`src/rtl/sha_job_loader_if.sv`:
```
// Byte-stream and job handshake bundle between the UART receiver, the job loader
// and the hash core.
interface sha_job_loader_if;
    logic         abort;
    logic         in_valid;
    logic [7:0]   in_data;
    logic         in_ready;
    logic         job_valid;
    logic         job_ready;
    logic [95:0]  job_data;
    logic [255:0] job_state;
    logic [255:0] job_target;
    logic [31:0]  job_nonce_base;
    logic [31:0]  job_position;
    logic         timeout_err;
    logic [6:0]   byte_cnt;

    modport master (
        output abort, in_valid, in_data, job_ready,
        input  in_ready, job_valid, job_data, job_state, job_target,
               job_nonce_base, job_position, timeout_err, byte_cnt
    );

    modport slave (
        input  abort, in_valid, in_data, job_ready,
        output in_ready, job_valid, job_data, job_state, job_target,
               job_nonce_base, job_position, timeout_err, byte_cnt
    );
endinterface

```
`src/rtl/sha_job_loader.sv`:
```
// Assembles an 84-byte mining job from a UART byte stream and holds it for the
// hash core until handshake; partial jobs are dropped on idle timeout or abort.
module sha_job_loader #(
    parameter int unsigned TIMEOUT_CYCLES = 10_000_000
) (
    input logic             clk,
    input logic             rst,
    sha_job_loader_if.slave bus
);
    localparam int unsigned TW = $clog2(TIMEOUT_CYCLES + 1);
    localparam logic [TW-1:0] TMO_LAST = TW'(TIMEOUT_CYCLES - 1);

    typedef enum logic [1:0] {S_IDLE, S_LOAD, S_HOLD} state_e;
    typedef enum logic [2:0] {F_DATA, F_STATE, F_TARGET, F_NONCE, F_POS} field_e;

    state_e         state_q;
    field_e         field_q;
    logic [4:0]     k_q;
    logic [6:0]     byte_cnt_q, byte_cnt_d;
    logic [TW-1:0]  tmo_q, tmo_d;
    logic           job_valid_q;
    logic           timeout_err_q;
    logic [95:0]    job_data_q;
    logic [255:0]   job_state_q;
    logic [255:0]   job_target_q;
    logic [31:0]    job_nonce_base_q;
    logic [31:0]    job_position_q;
    logic           accept;

    function automatic logic [4:0] field_last(input field_e f);
        case (f)
            F_DATA:   return 5'd11;
            F_STATE:  return 5'd31;
            F_TARGET: return 5'd31;
            default:  return 5'd3;
        endcase
    endfunction

    function automatic field_e field_next(input field_e f);
        case (f)
            F_DATA:   return F_STATE;
            F_STATE:  return F_TARGET;
            F_TARGET: return F_NONCE;
            F_NONCE:  return F_POS;
            default:  return F_DATA;
        endcase
    endfunction

    // NOTE: in_ready depends only on state, abort and rst so the receiver can never
    // form a combinational loop through in_valid.
    assign bus.in_ready = !rst && !bus.abort && (state_q != S_HOLD);
    assign accept       = bus.in_valid && bus.in_ready;
    assign byte_cnt_d   = byte_cnt_q + 7'd1;
    assign tmo_d        = tmo_q + TW'(1);

    // NOTE: the job registers are ordinary flops, not a RAM, so they take the
    // synchronous reset and read back as zero after rst.
    always_ff @(posedge clk) begin
        if (rst) begin
            state_q          <= S_IDLE;
            field_q          <= F_DATA;
            k_q              <= '0;
            byte_cnt_q       <= '0;
            tmo_q            <= '0;
            job_valid_q      <= 1'b0;
            timeout_err_q    <= 1'b0;
            job_data_q       <= '0;
            job_state_q      <= '0;
            job_target_q     <= '0;
            job_nonce_base_q <= '0;
            job_position_q   <= '0;
        end else if (bus.abort) begin
            state_q       <= S_IDLE;
            field_q       <= F_DATA;
            k_q           <= '0;
            byte_cnt_q    <= '0;
            tmo_q         <= '0;
            job_valid_q   <= 1'b0;
            timeout_err_q <= 1'b0;
        end else begin
            timeout_err_q <= 1'b0;
            case (state_q)
                S_IDLE, S_LOAD: begin
                    if (accept) begin
                        case (field_q)
                            F_DATA:   job_data_q[{k_q[3:0], 3'b000} +: 8]       <= bus.in_data;
                            F_STATE:  job_state_q[{k_q, 3'b000} +: 8]           <= bus.in_data;
                            F_TARGET: job_target_q[{k_q, 3'b000} +: 8]          <= bus.in_data;
                            F_NONCE:  job_nonce_base_q[{k_q[1:0], 3'b000} +: 8] <= bus.in_data;
                            default:  job_position_q[{k_q[1:0], 3'b000} +: 8]   <= bus.in_data;
                        endcase
                        if (k_q == field_last(field_q)) begin
                            k_q     <= '0;
                            field_q <= field_next(field_q);
                        end else begin
                            k_q <= k_q + 5'd1;
                        end
                        byte_cnt_q <= byte_cnt_d;
                        tmo_q      <= '0;
                        if (byte_cnt_q == 7'd83) begin
                            state_q     <= S_HOLD;
                            job_valid_q <= 1'b1;
                        end else begin
                            state_q <= S_LOAD;
                        end
                    end else if (state_q == S_LOAD) begin
                        // An accepted byte above takes priority over expiry.
                        if (tmo_q == TMO_LAST) begin
                            state_q       <= S_IDLE;
                            field_q       <= F_DATA;
                            k_q           <= '0;
                            byte_cnt_q    <= '0;
                            tmo_q         <= '0;
                            timeout_err_q <= 1'b1;
                        end else begin
                            tmo_q <= tmo_d;
                        end
                    end
                end
                S_HOLD: begin
                    if (bus.job_ready) begin
                        state_q     <= S_IDLE;
                        field_q     <= F_DATA;
                        k_q         <= '0;
                        byte_cnt_q  <= '0;
                        tmo_q       <= '0;
                        job_valid_q <= 1'b0;
                    end
                end
                default: state_q <= S_IDLE;
            endcase
        end
    end

    assign bus.job_valid      = job_valid_q;
    assign bus.timeout_err    = timeout_err_q;
    assign bus.byte_cnt       = byte_cnt_q;
    assign bus.job_data       = job_data_q;
    assign bus.job_state      = job_state_q;
    assign bus.job_target     = job_target_q;
    assign bus.job_nonce_base = job_nonce_base_q;
    assign bus.job_position   = job_position_q;
endmodule

```
`src/flat_wrapper.sv`:
```
// flat-port wrapper written by rule: the top's interface ports become plain ports
module sha_job_loader_flat 
#(
    parameter int unsigned TIMEOUT_CYCLES = 10_000_000
)
  (clk, rst, bus_abort, bus_in_valid, bus_in_data, bus_job_ready, bus_in_ready, bus_job_valid, bus_job_data, bus_job_state, bus_job_target, bus_job_nonce_base, bus_job_position, bus_timeout_err, bus_byte_cnt);
  sha_job_loader_if bus_i ();
  input logic clk;
  input logic rst;
  input wire logic [$bits(bus_i.abort)-1:0] bus_abort;
  input wire logic [$bits(bus_i.in_valid)-1:0] bus_in_valid;
  input wire logic [$bits(bus_i.in_data)-1:0] bus_in_data;
  input wire logic [$bits(bus_i.job_ready)-1:0] bus_job_ready;
  output wire logic [$bits(bus_i.in_ready)-1:0] bus_in_ready;
  output wire logic [$bits(bus_i.job_valid)-1:0] bus_job_valid;
  output wire logic [$bits(bus_i.job_data)-1:0] bus_job_data;
  output wire logic [$bits(bus_i.job_state)-1:0] bus_job_state;
  output wire logic [$bits(bus_i.job_target)-1:0] bus_job_target;
  output wire logic [$bits(bus_i.job_nonce_base)-1:0] bus_job_nonce_base;
  output wire logic [$bits(bus_i.job_position)-1:0] bus_job_position;
  output wire logic [$bits(bus_i.timeout_err)-1:0] bus_timeout_err;
  output wire logic [$bits(bus_i.byte_cnt)-1:0] bus_byte_cnt;
  assign bus_i.abort = bus_abort;
  assign bus_i.in_valid = bus_in_valid;
  assign bus_i.in_data = bus_in_data;
  assign bus_i.job_ready = bus_job_ready;
  assign bus_in_ready = bus_i.in_ready;
  assign bus_job_valid = bus_i.job_valid;
  assign bus_job_data = bus_i.job_data;
  assign bus_job_state = bus_i.job_state;
  assign bus_job_target = bus_i.job_target;
  assign bus_job_nonce_base = bus_i.job_nonce_base;
  assign bus_job_position = bus_i.job_position;
  assign bus_timeout_err = bus_i.timeout_err;
  assign bus_byte_cnt = bus_i.byte_cnt;
  sha_job_loader #(.TIMEOUT_CYCLES(TIMEOUT_CYCLES)) u_core (.clk(clk), .rst(rst), .bus(bus_i));
endmodule
```
`config.mk`:
```
export PLATFORM = sky130hd
export DESIGN_NAME = sha_job_loader_flat
export DESIGN_NICKNAME = d
export VERILOG_FILES = /design/src/rtl/sha_job_loader_if.sv /design/src/rtl/sha_job_loader.sv /design/src/flat_wrapper.sv
export SDC_FILE = /design/constraint.sdc
export NUM_CORES = 1
export LEC_CHECK = 0
export CAP_MARGIN = 20
export CELL_PAD_IN_SITES_DETAIL_PLACEMENT = 2
export CELL_PAD_IN_SITES_GLOBAL_PLACEMENT = 2
export CORE_AREA = 5 5 426 218
export DETAILED_ROUTE_END_ITERATION = 10
export DIE_AREA = 0 0 431 223
export PLACE_DENSITY = 0.86
export SLEW_MARGIN = 20
export SYNTH_ARGS = -nofsm -noshare
export SYNTH_HDL_FRONTEND = slang
export SYNTH_SLANG_ARGS = --single-unit
```
`constraint.sdc`:
```
create_clock -name clk -period 8.6 [get_ports clk]
set_clock_uncertainty 0.2 [all_clocks]
set_input_delay 0.86 -clock clk [delete_from_list [all_inputs] [get_ports clk]]
set_output_delay 0.86 -clock clk [all_outputs]
set_load 0.005 [all_outputs]
```
==> results.rst <==
.. list-table::
   :header-rows: 1

   * - Metric
     - Value
   * - Crit path kind
     - flop to flop
   * - Yosys warning total
     - 0
   * - Final period demand of the worst path
     - 5.44 ns
   * - Netlist area before placement
     - 27300 sq um
   * - Initial DRC count
     - 1794
   * - Adder-Cell Fraction of Synth Area
     - 0.366%
   * - Detailed-placement wirelength estimate
     - 96.4 mm
   * - Fraction of synthesized cell area in xor and xnor cells
     - 0.866%
   * - Max frequency
     - 184 MHz
   * - Gate count of the mapped netlist
     - 2980
   * - Final GP Congestion
     - 0.831
   * - Required time of the critical path
     - 8.88 ns
   * - Number of enable flip-flop cells after synthesis
     - 0
   * - Crit start category
     - flop
   * - Remaining Overflow, GRT
     - 0
   * - Part of the power in the clock network
     - 48.7%
   * - Remaining antenna violation count after routing
     - 0
   * - Syn nets
     - 3001
   * - Core area
     - 89300 sq um
   * - Reg2reg start
     - u_core.k_q[0]
   * - Sequential fraction of the synthesis area
     - 52.4%
   * - Layout cell share with drive strength beyond 1
     - 5.51%
   * - Slack of the worst reg-to-reg path
     - 3.16 ns
   * - Clock root cell
     - sky130_fd_sc_hd__clkbuf_16
   * - Max Root-Sink Buffers
     - 3
   * - Max VDD drop
     - 0.000107 V
   * - Worst setup startpoint
     - u_core.k_q[0]
   * - Total power consumption of the routed design
     - 6.76 mW
   * - Dominant combinational cell family by area after synthesis
     - simple AND/OR/NAND/NOR gates
   * - Clock network latency to the later pin of the worst-skew pair
     - 0.64 ns
   * - Internal power
     - 5.18 mW
   * - Number of gates resized after CTS
     - 0
   * - Ranking of synthesized cells by area
     - sky130_fd_sc_hd__dfxtp_1, sky130_fd_sc_hd__mux2i_1, sky130_fd_sc_hd__nor2_1
   * - Vias in the first global route
     - 26700
   * - Quantity of hold-fixing buffers added after cts
     - 0
   * - Simple-gate portion of the synthesized area
     - 23.1%
   * - Die span in y
     - 223 um
   * - Type of the worst min-delay path
     - flop to flop
   * - Nets
     - 3563
   * - Overall die area
     - 96100 sq um
   * - Proportion of netlist area held by the largest area contributor
     - 52.4%
   * - End of the worst hold path
     - u_core.bus.job_state[119]
   * - Cell family with the largest share of critical-path delay
     - simple AND/OR/NAND/NOR gates
   * - Largest net degree at the start of global routing
     - 237
   * - DR pass1 iterations
     - 6
   * - Launch point of the worst hold path
     - u_core.bus.job_state[119]
   * - Fill cell instance count of the final layout
     - 9557
   * - Share of synthesized area spent on multiplexers
     - 11.2%
   * - Global routing usage summed across all routing layers
     - 26.9%
   * - Largest area contributor in the synthesized netlist
     - sky130_fd_sc_hd__dfxtp_1
   * - Wire length of the first global-routing pass
     - 193 mm
   * - Relative area change from synthesis to final layout
     - 36.8%
   * - IO buf count
     - 694
   * - Final worst-path cycle share
     - 63.2%
   * - Vias per std cell
     - 5.24
   * - Post-Route Hold Slack
     - 0.258 ns
   * - Standard-cell rows
     - 78
   * - Category of the worst setup path capture point
     - flop
   * - Worst slew margin relative to its limit
     - 18.7%
   * - Power dissipated by switching net loads
     - 1.58 mW
   * - Average footprint of a synthesized cell
     - 9.17 sq um
   * - Count of final hold-check violations
     - 0
   * - Synth async-reset ratio
     - 0%
   * - Leakage power total
     - 13.5 nW
   * - Crit-path max cell delay
     - 1.06 ns
   * - Initial antenna violation count
     - 5
   * - Run status
     - finished, final reports clean
   * - Worst Hold Path Cells
     - 2
   * - Worst-case reg-to-reg path depth
     - 8
   * - Most used cells in the layout excluding fill and tap cells
     - sky130_fd_sc_hd__dfxtp_1, sky130_fd_sc_hd__clkdlybuf4s50_1, sky130_fd_sc_hd__nor2_1
   * - Sw Ratio
     - 23.3%
   * - Pre-CTS worst setup slack
     - 3.37 ns
   * - Critical register-to-register path endpoint
     - u_core.bus.job_target[197]
   * - CP max-delay cell
     - sky130_fd_sc_hd__nor2b_2
   * - Power density of the placed cells
     - 181 nW/um^2
   * - Worst path buffer plus inverter count
     - 1
   * - Fraction of the mapped netlist area in compound gates
     - 8.26%
   * - Series of cell instances along the critical path
     - inv_1 > ha_1 > nor2_1 > a21boi_0 > nor2b_2 > nand2_1 > nand2_1 > a21oi_1
   * - Num ports
     - 695
   * - Least setup slack across all paths after layout
     - 3.16 ns
   * - Most common cell after layout, fill and taps aside
     - sky130_fd_sc_hd__dfxtp_1
   * - Via count of the routed design
     - 25200
   * - Number of setup violations in the final report
     - 0
   * - Biggest fanout along the worst timing path
     - 28
   * - Final-layout setup total negative slack
     - 0 ns
   * - Flops & latches, synth
     - 715
   * - Number of distinct standard cells referenced by the synthesized netlist
     - 72
   * - Post CTS Setup Buffer Count
     - 0
   * - Number of DRC violations after detailed routing
     - 0
   * - Clock Sinks
     - 715
   * - Slew @ Worst Pin
     - 1.21 ns
   * - Cell with the most instances on the worst path
     - sky130_fd_sc_hd__nand2_1
   * - Combinational share of power
     - 2.3%
   * - Clock-pin transition on the worst setup and hold timing paths
     - 0.07 ns
   * - Max capacitance violation total
     - 0
   * - CP arrival
     - 5.72 ns
   * - Die W
     - 431 um
   * - Initial core utilization
     - 30.6%
   * - CTS tree
     - built
   * - Relative contribution of sequential cells to total power
     - 49.1%
   * - H-tree lvl count
     - 3
   * - Top flip-flop cell by instance count after synthesis
     - sky130_fd_sc_hd__dfxtp_1
   * - Max Slew Vio Count
     - 0
   * - Post-detailed-routing wire length
     - 135 mm
   * - Unrepaired setup endpoints after global routing
     - false
   * - Num CTS Buffers
     - 71
   * - Wire per inst
     - 28.1 um
## sequential cells by signal (all words and copies together) (netlist names)
name and count:
u_core.bus.job_state 256, u_core.bus.job_target 256, u_core.bus.job_data 96, u_core.bus.job_nonce_base 32, u_core.bus.job_position 32, u_core.tmo_q 24, u_core.bus.byte_cnt 7, u_core.k_q 5
u_core.field_q 3, u_core.state_q 2, u_core.bus.job_valid 1, u_core.bus.timeout_err 1
## metrics by stage
stage                     cells  util, %  area [sq um]
after floorplan            2980        -         27300
after global placement     4668     39.1         34900
after detailed placement   4669     39.2         35000
after CTS                  4792     41.8         37300
after global routing       4793     41.8         37300
final                      4805     41.8         37400
## cells by family after synthesis
logic type,Yosys count
fa+ha+maj,8
mux,305
simple gates,1256
flops,715
xor+xnor,27
buf+inv,242
compound gates,427
## power by group through the flow
stage | Clock [mW] | Combinational (mW) | Sequential (mW)
2_1_floorplan | 0 | 0.0875 | 3.39
3_3_place_gp | 0 | 0.152 | 3.39
3_5_place_dp | 0 | 0.152 | 3.39
4_1_cts | 3.35 | 0.152 | 3.31
5_1_grt | 3.48 | 0.160 | 3.31
6_report | 3.29 | 0.152 | 3.31
## cell usage after synthesis, drive strengths merged (33+ instances only)
library cell	n
and3	36
o21ai	223
nand3	125
buf	58
a21oi	176
nor3	33
nor2	424
nand2	320
mux2i	305
nand3b	194
clkbuf	174
dfxtp	715
## worst min-delay path, cell delays in order (launching register included)
cell and delay [ns]:
sky130_fd_sc_hd__dfxtp_1 0.31, sky130_fd_sc_hd__nand2_1 0.05, sky130_fd_sc_hd__a21oi_1 0.05
## routing by layer
layer  vias to the layer above  part of all wire, %  track usage, %  wire length (um)
li1                      11300                    -               -                 -
met5                         -                    0               0                 0
met1                     12900                   45            36.3             61200
met2                       766                   45            42.4             60500
met4                         0                  3.1            7.84              4150
met3                       199                  6.9            7.09              9320
## worst max path at each step
stage / end / slack, ns / cells past startpoint
2_1_floorplan: u_core.bus.job_state[192] / 5.50 / 11
3_3_place_gp: u_core.bus.job_state[104] / 3.72 / 7
3_5_place_dp: u_core.bus.job_target[194] / 3.37 / 8
4_1_cts: u_core.bus.job_target[192] / 3.38 / 8
5_1_grt: u_core.bus.job_target[192] / 3.03 / 8
6_report: u_core.bus.job_target[197] / 3.16 / 8
## layout make-up
class | count | area, sq um | share of cell area (%)
clock buffer | 96 | 2000 | 5.36
tap | 1200 | 1500 | 4.02
sequential | 715 | 14300 | 38.3
multi-input combinational | 2023 | 12000 | 32.1
timing repair buffer | 721 | 7130 | 19.1
clock inverter | 27 | 355 | 0.951
antenna | 13 | 32.5 | 0.0871
inverter | 10 | 37.5 | 0.100
No activity file was read; power rests on OpenSTA's default activity.
